`src/rtl/image_row_feeder_if.sv`:
```
`timescale 1ns/1ps
// Pixel stream bundle around the row feeder: upstream valid/ready pixels in, framed pixels out.
// Latency: none (wires only).
// Backpressure: s_ready is driven by the feeder, and i_ready by the downstream filter.
interface image_row_feeder_if #(
    parameter int DATA_WIDTH = 8
);
    logic                  s_valid;
    logic [DATA_WIDTH-1:0] s_data;
    logic                  s_ready;
    logic                  i_ready;
    logic                  o_valid;
    logic [DATA_WIDTH-1:0] o_pixel;

    // Feeder side: consumes the raw stream and produces the framed stream.
    modport master (
        input  s_valid, s_data, i_ready,
        output s_ready, o_valid, o_pixel
    );

    // Environment side: pixel source plus downstream filter.
    modport slave (
        output s_valid, s_data, i_ready,
        input  s_ready, o_valid, o_pixel
    );
endinterface

```
`src/rtl/image_row_feeder.sv`:
```
`timescale 1ns/1ps
// image_row_feeder: re-times a raw pixel stream into DEPTH rows of DEPTH pixels, each followed by GAP idle cycles, then PAD_ROWS zero rows.
// Latency: one cycle from an upstream handshake (or a pad beat) to o_valid/o_pixel.
// Backpressure: s_ready follows i_ready only in image rows; pad beats wait for i_ready; the gap counter ignores i_ready.
// Optional feature: define FEEDER_ABORT_EN to add i_abort, which abandons a frame and returns to IDLE without o_frame_done.
module image_row_feeder #(
    parameter  int DATA_WIDTH = 8,
    parameter  int DEPTH      = 512,
    parameter  int GAP        = 512,
    parameter  int PAD_ROWS   = 2,
    localparam int ROW_W      = ((DEPTH + PAD_ROWS) > 1) ? $clog2(DEPTH + PAD_ROWS) : 1
) (
    input  logic               clk,
    input  logic               rst,
    input  logic               i_start,
`ifdef FEEDER_ABORT_EN
    input  logic               i_abort,
`endif
    image_row_feeder_if.master bus,
    output logic [ROW_W-1:0]   o_row_idx,
    output logic               o_busy,
    output logic               o_frame_done
);
    localparam int COL_W   = (DEPTH > 1) ? $clog2(DEPTH) : 1;
    localparam int GAP_W   = (GAP > 0) ? $clog2(GAP + 1) : 1;
    localparam bit HAS_GAP = (GAP > 0);

    localparam logic [COL_W-1:0] LAST_COL = COL_W'(DEPTH - 1);
    localparam logic [GAP_W-1:0] LAST_GAP = GAP_W'((GAP > 0) ? (GAP - 1) : 0);
    localparam logic [ROW_W-1:0] LAST_ROW = ROW_W'(DEPTH + PAD_ROWS - 1);
    localparam logic [ROW_W-1:0] LAST_IMG = ROW_W'(DEPTH - 1);

    typedef enum logic [2:0] {
        S_IDLE = 3'd0,
        S_ROW  = 3'd1,
        S_GAP  = 3'd2,
        S_PAD  = 3'd3,
        S_DONE = 3'd4
    } state_t;

    state_t                  state_q;
    logic [COL_W-1:0]        col_q;
    logic [ROW_W-1:0]        row_q;
    logic [GAP_W-1:0]        gap_q;
    logic                    o_valid_q;
    logic [DATA_WIDTH-1:0]   o_pixel_q;
    logic                    o_frame_done_q;

    logic                    abort;
    logic                    beat;
    logic                    row_last;
    state_t                  row_next_d;

`ifdef FEEDER_ABORT_EN
    assign abort = i_abort && (state_q != S_IDLE);
`else
    assign abort = 1'b0;
`endif

    // Upstream is only offered a slot while an image row is being sent and the filter can take it.
    assign bus.s_ready = (state_q == S_ROW) && bus.i_ready && !abort;

    // A beat is an image pixel handshake or a zero pixel the filter can accept during a pad row.
    assign beat = !abort &&
                  (((state_q == S_ROW) && bus.s_valid && bus.i_ready) ||
                   ((state_q == S_PAD) && bus.i_ready));

    // Where the frame goes once the current row (and its gap) is finished.
    always_comb begin
        row_last   = (row_q == LAST_ROW);
        row_next_d = S_ROW;
        if (row_last) begin
            row_next_d = S_DONE;
        end else if (row_q >= LAST_IMG) begin
            row_next_d = S_PAD;
        end
    end

    // Frame sequencer: row/column/gap counters plus the registered pixel outputs.
    always_ff @(posedge clk or negedge rst) begin
        if (!rst) begin
            state_q        <= S_IDLE;
            col_q          <= '0;
            row_q          <= '0;
            gap_q          <= '0;
            o_valid_q      <= 1'b0;
            o_pixel_q      <= '0;
            o_frame_done_q <= 1'b0;
        end else begin
            o_valid_q      <= 1'b0;
            o_frame_done_q <= 1'b0;
            if (abort) begin
                state_q <= S_IDLE;
                col_q   <= '0;
                row_q   <= '0;
                gap_q   <= '0;
            end else begin
                case (state_q)
                    S_IDLE: begin
                        if (i_start) begin
                            state_q <= S_ROW;
                            col_q   <= '0;
                            row_q   <= '0;
                            gap_q   <= '0;
                        end
                    end
                    S_ROW, S_PAD: begin
                        if (beat) begin
                            o_valid_q <= 1'b1;
                            o_pixel_q <= (state_q == S_ROW) ? bus.s_data : '0;
                            if (col_q == LAST_COL) begin
                                col_q <= '0;
                                if (HAS_GAP) begin
                                    state_q <= S_GAP;
                                end else begin
                                    // No gap: the row index advances with the final beat itself.
                                    state_q <= row_next_d;
                                    if (row_last) begin
                                        o_frame_done_q <= 1'b1;
                                    end else begin
                                        row_q <= row_q + ROW_W'(1);
                                    end
                                end
                            end else begin
                                col_q <= col_q + COL_W'(1);
                            end
                        end
                    end
                    S_GAP: begin
                        if (gap_q == LAST_GAP) begin
                            gap_q   <= '0;
                            state_q <= row_next_d;
                            // The last row keeps its index so the counter never wraps inside a frame.
                            if (row_last) begin
                                o_frame_done_q <= 1'b1;
                            end else begin
                                row_q <= row_q + ROW_W'(1);
                            end
                        end else begin
                            gap_q <= gap_q + GAP_W'(1);
                        end
                    end
                    S_DONE: begin
                        state_q <= S_IDLE;
                        row_q   <= '0;
                    end
                    default: begin
                        state_q <= S_IDLE;
                    end
                endcase
            end
        end
    end

    assign bus.o_valid   = o_valid_q;
    assign bus.o_pixel   = o_pixel_q;
    assign o_row_idx     = row_q;
    assign o_busy        = (state_q != S_IDLE);
    assign o_frame_done  = o_frame_done_q;

endmodule
```
`src/flat_wrapper.sv`:
```
// flat-port wrapper written by rule: the top's interface ports become plain ports
module image_row_feeder_flat 
#(
    parameter  int DATA_WIDTH = 8,
    parameter  int DEPTH      = 512,
    parameter  int GAP        = 512,
    parameter  int PAD_ROWS   = 2,
    localparam int ROW_W      = ((DEPTH + PAD_ROWS) > 1) ? $clog2(DEPTH + PAD_ROWS) : 1
)
  (clk, rst, i_start, o_row_idx, o_busy, o_frame_done, bus_s_valid, bus_s_data, bus_i_ready, bus_s_ready, bus_o_valid, bus_o_pixel);
  image_row_feeder_if #(.DATA_WIDTH(DATA_WIDTH)) bus_i ();
  input  logic clk;
  input  logic rst;
  input  logic i_start;
  output logic [ROW_W-1:0] o_row_idx;
  output logic o_busy;
  output logic o_frame_done;
  input wire logic [$bits(bus_i.s_valid)-1:0] bus_s_valid;
  input wire logic [$bits(bus_i.s_data)-1:0] bus_s_data;
  input wire logic [$bits(bus_i.i_ready)-1:0] bus_i_ready;
  output wire logic [$bits(bus_i.s_ready)-1:0] bus_s_ready;
  output wire logic [$bits(bus_i.o_valid)-1:0] bus_o_valid;
  output wire logic [$bits(bus_i.o_pixel)-1:0] bus_o_pixel;
  assign bus_i.s_valid = bus_s_valid;
  assign bus_i.s_data = bus_s_data;
  assign bus_i.i_ready = bus_i_ready;
  assign bus_s_ready = bus_i.s_ready;
  assign bus_o_valid = bus_i.o_valid;
  assign bus_o_pixel = bus_i.o_pixel;
  image_row_feeder #(.DATA_WIDTH(DATA_WIDTH), .DEPTH(DEPTH), .GAP(GAP), .PAD_ROWS(PAD_ROWS)) u_core (.clk(clk), .rst(rst), .i_start(i_start), .bus(bus_i), .o_row_idx(o_row_idx), .o_busy(o_busy), .o_frame_done(o_frame_done));
endmodule
```
`config.mk`:
```
export PLATFORM = sky130hd
export DESIGN_NAME = image_row_feeder_flat
export DESIGN_NICKNAME = d
export VERILOG_FILES = /design/src/rtl/image_row_feeder_if.sv /design/src/rtl/image_row_feeder.sv /design/src/flat_wrapper.sv
export SDC_FILE = /design/constraint.sdc
export NUM_CORES = 1
export LEC_CHECK = 0
export BUFFER_PORTS_ARGS = -buffer_cell sky130_fd_sc_hd__buf_4
export CAP_MARGIN = 20
export CORE_MARGIN = 8
export CORE_UTILIZATION = 50
export DETAILED_ROUTE_END_ITERATION = 16
export PLACE_DENSITY = 0.81
export SLEW_MARGIN = 20
export SYNTH_ARGS = -nofsm -noshare
export SYNTH_HDL_FRONTEND = slang
export SYNTH_SLANG_ARGS = --single-unit
```
`constraint.sdc`:
```
create_clock -name clk -period 2.45 [get_ports clk]
set_clock_uncertainty 0.1 [all_clocks]
set_input_delay 0.1225 -clock clk [delete_from_list [all_inputs] [get_ports clk]]
set_output_delay 0.1225 -clock clk [all_outputs]
set_load 0.01 [all_outputs]
```
=== Yosys cells after proc, flatten, opt, wreduce, memory -nomap -nowiden ===
Cells that the tools add are included.

* Flip-flop bits (word level): 42
* Input bits: 13
* Output and inout port bits: 22

* Add/subtract/negate cells: 3
* Order comparisons: 1
* Equality and inequality tests: 12
* Multiplexer cells: 23
* Reductions and logical operators: 16

{| class="wikitable"
|+ Operators with widths
! kind !! count
|-
| $mux 10 || 4
|-
| $pmux 10 s3 || 1
|-
| $mux 9 || 3
|-
| $add 10x1->10 const B || 2
|-
| $pmux 10 s2 || 1
|-
| $pmux 9 s2 || 1
|-
| $mux 3 || 5
|-
| $eq 10x10->1 const B || 1
|-
| $eq 10x9->1 const B || 1
|-
| $ge 10x9->1 const B || 1
|-
| $add 9x1->9 const B || 1
|-
| $eq 9x9->1 const B || 1
|-
| $pmux 3 s3 || 1
|-
| $mux 8 || 1
|-
| $reduce_and 4->1 || 2
|-
| $eq 3x2->1 const B || 2
|-
| $ne 2x1->1 const B || 3
|-
| $reduce_bool 3->1 || 2
|-
| $mux 1 || 5
|-
| $logic_and 1x1->1 || 4
|-
| $ne 2x2->1 const B || 2
|-
| $reduce_and 2->1 || 2
|-
| $reduce_bool 2->1 || 2
|-
| $eq 3x1->1 const B || 1
|-
| other kinds (6) || 6
|}

=== Longest topological paths before layout ===
* Depth in word-level cells: 6
* Depth in mapped cells: 10

=== Least setup slack after synthesis ===
OpenSTA, ideal clock, no wires.

* Path kind: reg2reg
* From: reg u_core.col_q[0]
* To: reg u_core.col_q[7]
* Setup time: 0.104 ns
* Data arrival time: 2.179 ns
* Setup slack: 0.068 ns
* Stages on the path, launching flop included: 11
* Path through: dfrtp_1 ha_1 and3_1 nand3_1 nor2_1 ha_1 or3b_1 buf_2 or2_1 buf_2 o41ai_2

* Longest elaborated chain between the ends: 4
* Elaborated cells between the ends (all ways): 5
* Those cells by class: add/sub (1); eq/ne (1); mux (3)

{| class="wikitable"
|+ RTL lines
! item !! line !! RTL
|-
| start, declared || image_row_feeder.sv:42 || <nowiki>logic [COL_W-1:0] col_q;</nowiki>
|-
| start signal, assigned || image_row_feeder.sv:125 || <nowiki>col_q <= col_q + COL_W'(1);</nowiki>
|-
| $add 9x1->9 / $eq 9x9->1 (equally long branches) || image_row_feeder.sv:125, image_row_feeder.sv:111 ||
|-
| $mux 9 * || image_row_feeder.sv:111 || <nowiki>if (col_q == LAST_COL) begin</nowiki>
|-
| $mux 9 * || image_row_feeder.sv:108 || <nowiki>if (beat) begin</nowiki>
|-
| $pmux 9 s2 * || image_row_feeder.sv:98 || <nowiki>case (state_q)</nowiki>
|}

Mark *: on every way between the ends. The rest lies on a longest branch, timed or not. The select of a mux whose other input is x is not followed.
A chain may end at the register's enable or synchronous reset.

=== Worst setup path in the final report ===
Ends and elaborated chain as after synthesis.

==> impl_metrics.csv <==
group,metric,value,unit
yosys,synthArstFlopShare,100.0,%
finish,num_antenna_cells,0,
setup_path,worstSetupStartpointType,"register",
floorplan,io_pins,35,
power,power_density,1012,nW/um2
timing,whs,151.4,ps
timing,max_freq,434.4,MHz
cts,htreeDepth,2,
grt,grtUsageTotal,15.75,%
yosys,synth_flop_cell,"dfrtp_1",
detailed_routing,via_per_inst,6.258,
power,max-vdd-ir-drop,557.9,uV
yosys,syn_nets,252,
min_path,hp-class,"in2reg",
setup_path,critPathRequiredTime,2550,ps
timing,fin_tns_setup,0,ps
timing,finalCriticalPeriod,2302,ps
detailed_routing,routed_wl,5431,um
cts,clkTransAtPathRegs,80,ps
floorplan,fp-row-count,24,
floorplan,core,4384,um2
place,dp_hpwl,3743,um
finish,fill_cells,356,
cts,cts_buffers,5,
finish,multi_input_area,1151,um2
power,switching_power,1.015,mW
run,drv_cap,0,
timing,slew_viol_final,0,
detailed_routing,drcViolationCount,0,
detailed_routing,wl_per_cell,16.66,um
yosys,ys_seq_elements,42,
floorplan,initial_utilization,52.23,%
power,leakage,1.212,nW
timing,maxSlewHeadroom,52.55,%
yosys,yosysUniqueCellTypes,47,
power,swShare,35.81,%
yosys,synth_edf_count,0,
setup_path,crit_chain,"ha_2, and3_1, nand3_1, nor2_1, ha_1, or3b_1, buf_4, a41oi_1, o21ai_1, o41ai_2",
finish,seqCellArea,1051,um2
yosys,yosysWarnings,0,
detailed_routing,vias,2040,
finish,nets,291,
grt,grt_max_degree,43,
setup_path,arrival,2400,ps
timing,fin_crit_sh,93.97,%
place,portBuffers,34,
yosys,seq_area_frac_synth,45.90,%
yosys,synth_area,2290,um2
detailed_routing,drtIter0Drc,84,
timing,worst_slew_pin_slew,704.4,ps
detailed_routing,first_pass_iters,4,
cts,clkLatencyLatePin,290,ps
grt,antenna_found_initial,0,
floorplan,die_x,83.67,um
setup_path,cp_slowest_cell,"dfrtp_1",
status,status,"completed",
grt,grt_pass1_wl,9432,um
power,p_comb_share,31.0,%
detailed_routing,ant_nets,0,
setup_path,criticalPathCategory,"reg2reg",
cts,root_buffer,"clkbuf_8",
setup_path,cp_max_fo,7,
timing,final-hold-violation-count,0,
finish,area_growth,22.30,%
cts,clkSinkCount,42,
yosys,syn_area_per_cell,9.785,um2
yosys,netlist_instances,234,
timing,setup_viol,0,
floorplan,die_h,83.67,um
setup_path,slowest_delay,410,ps
finish,layout-drive-gt1-share,21.90,%
setup_path,crit_path_end_kind,"register",
place,gp_congestion,0.8645,
cts,clock_path_buffers,2,
timing,rsz0062_at_grt,"no",
cts,cts_tree,"done",
power,pwr-share-clk,23.6,%
grt,grt_pass1_vias,2014,
grt,overflow,0,
power,intPower,1.819,mW
floorplan,dieArea,7001,um2
power,p_seq_share,45.4,%
[power groups by stage]
stage	logic [mW]	registers [mW]	clock network [mW]
after detailed placement	0.851	1.29	0
after global placement	0.821	1.27	0
after global routing	0.980	1.34	0.719
after CTS	0.871	1.28	0.691
final	0.879	1.29	0.669
after floorplan	0.529	1.24	0
[logic make-up after synthesis]
| logic type | synth area share [%] |
|---|---|
| fa+ha+maj | 2.732 |
| buf+inv | 4.044 |
| flops | 45.90 |
| mux | 0.4372 |
| compound gates | 25.03 |
| simple gates | 21.86 |
[placed cells by master, fill, tap and decap left out, types with 2 or more instances in the layout]
cell type	netlist	routed
nor3b_1	2	2
nand4_1	10	10
nand3_1	9	9
clkbuf_8	0	6
or3b_1	4	4
and4_1	3	3
nand2b_1	7	7
a211oi_1	2	2
o31ai_2	3	3
a22o_1	11	11
inv_1	6	6
a31o_2	3	3
a41oi_1	4	4
o22ai_1	3	3
dfrtp_1	42	42
dlygate4sd3_1	0	9
and2_1	2	2
a31oi_1	12	12
nor3_1	4	4
ha_1	5	4
and3_1	8	8
buf_4	0	37
nor2_1	10	10
a21oi_1	4	4
nand2_1	16	16
nor2b_1	2	2
bufinv_16	0	2
o31ai_1	7	7
o21ai_1	9	9
o21ai_0	14	14
[cell type report]
type                    count  share of cell area, %
well taps                  52                  2.323
flip-flops and latches     42                  37.53
clock inverters             2                  2.145
inverters                   6                 0.8043
clock buffers               6                  2.949
repair buffers             46                  13.14
multi-input cells         172                  41.11
[synthesized netlist by cell type, types with 2 or more instances]
library cell	number	share of area [%]
dfrtp_1	42	46
and2_1	2	0.55
nand4_1	10	2.7
a22o_1	11	4.2
and4_1	3	1.1
a31o_2	3	1.1
o21ai_0	14	3.1
ha_1	5	2.7
a41oi_1	4	1.5
inv_1	6	0.98
a21oi_1	4	0.87
or3b_1	4	1.5
a31oi_1	12	3.3
nor3_1	4	0.87
o21ai_1	9	2.0
nor2_1	10	1.6
o22ai_1	3	0.82
buf_2	8	1.7
nor3b_1	2	0.66
o31ai_2	3	1.6
nand3_1	9	2.0
nand2_1	16	2.6
and3_1	8	2.2
clkbuf_1	5	0.82
a211oi_1	2	0.66
nor2b_1	2	0.55
nand2b_1	7	1.9
o31ai_1	7	2.3
[stage by stage]
stage / setup WS, ps / cell area, um2 / util [%] / total power [mW] / instances
6_report: 147.8 / 2800 / 63.87 / 2.834 / 326
4_1_cts: 41.12 / 2788 / 63.58 / 2.840 / 325
5_1_grt: 19.14 / 2800 / 63.87 / 3.042 / 326
3_3_place_gp: 141.8 / 2555 / 58.28 / 2.091 / 308
2_1_floorplan: 67.89 / 2290 / - / 1.765 / 234
3_5_place_dp: 62.61 / 2555 / 58.28 / 2.143 / 308
[path summary, 6_finish.rpt]
path | from | end | slack (ps) | depth (start not counted)
setup reg to reg | u_core.col_q[0] | u_core.col_q[7] | 150 | 10
max in group asynchronous | rst | u_core.o_row_idx[0] | 1650 | 2
setup / recovery | u_core.col_q[0] | u_core.col_q[7] | 150 | 10
hold / removal | bus_i_ready | u_core.state_q[0] | 150 | 4
hold reg to reg | u_core.bus.o_pixel[5] | u_core.bus.o_pixel[5] | 410 | 1
min in group asynchronous | rst | u_core.col_q[3] | 240 | 2
[worst max-delay path: cells and delay by family (launching register included)]
kind / cells / cell delay, ps
AOI/OAI and AO/OA: 3 / 340
and+or+nand+nor: 4 / 770
DFF: 1 / 410
adders and majority gates: 2 / 410
buffers and inverters: 1 / 170
[what timing repair did]
| action | 4_1_cts | 5_1_grt |
|---|---|---|
| endpoints found under the setup margin | 0 | 7 |
| hold buffers | 9 | 0 |
| hold endpoints to repair | 50 | 0 |
| buffers inserted | 0 | 1 |
| resized for setup | 0 | 2 |
[registers in the layout, indices dropped and copies added, names as in the netlist]
name,flops
u_core.gap_q,10
u_core.col_q,9
u_core.o_frame_done,1
u_core.bus.o_valid,1
u_core.o_row_idx,10
u_core.state_q,3
u_core.bus.o_pixel,8
[routing by layer]
metal	global-route usage [%]	vias to the layer above	share of wire, %
met5	0	-	0
met2	25.89	74	49
met4	5.338	0	1.2
li1	-	970	-
met3	4.492	10	6.6
met1	19.15	986	43
(Power assumes the default switching activity.)
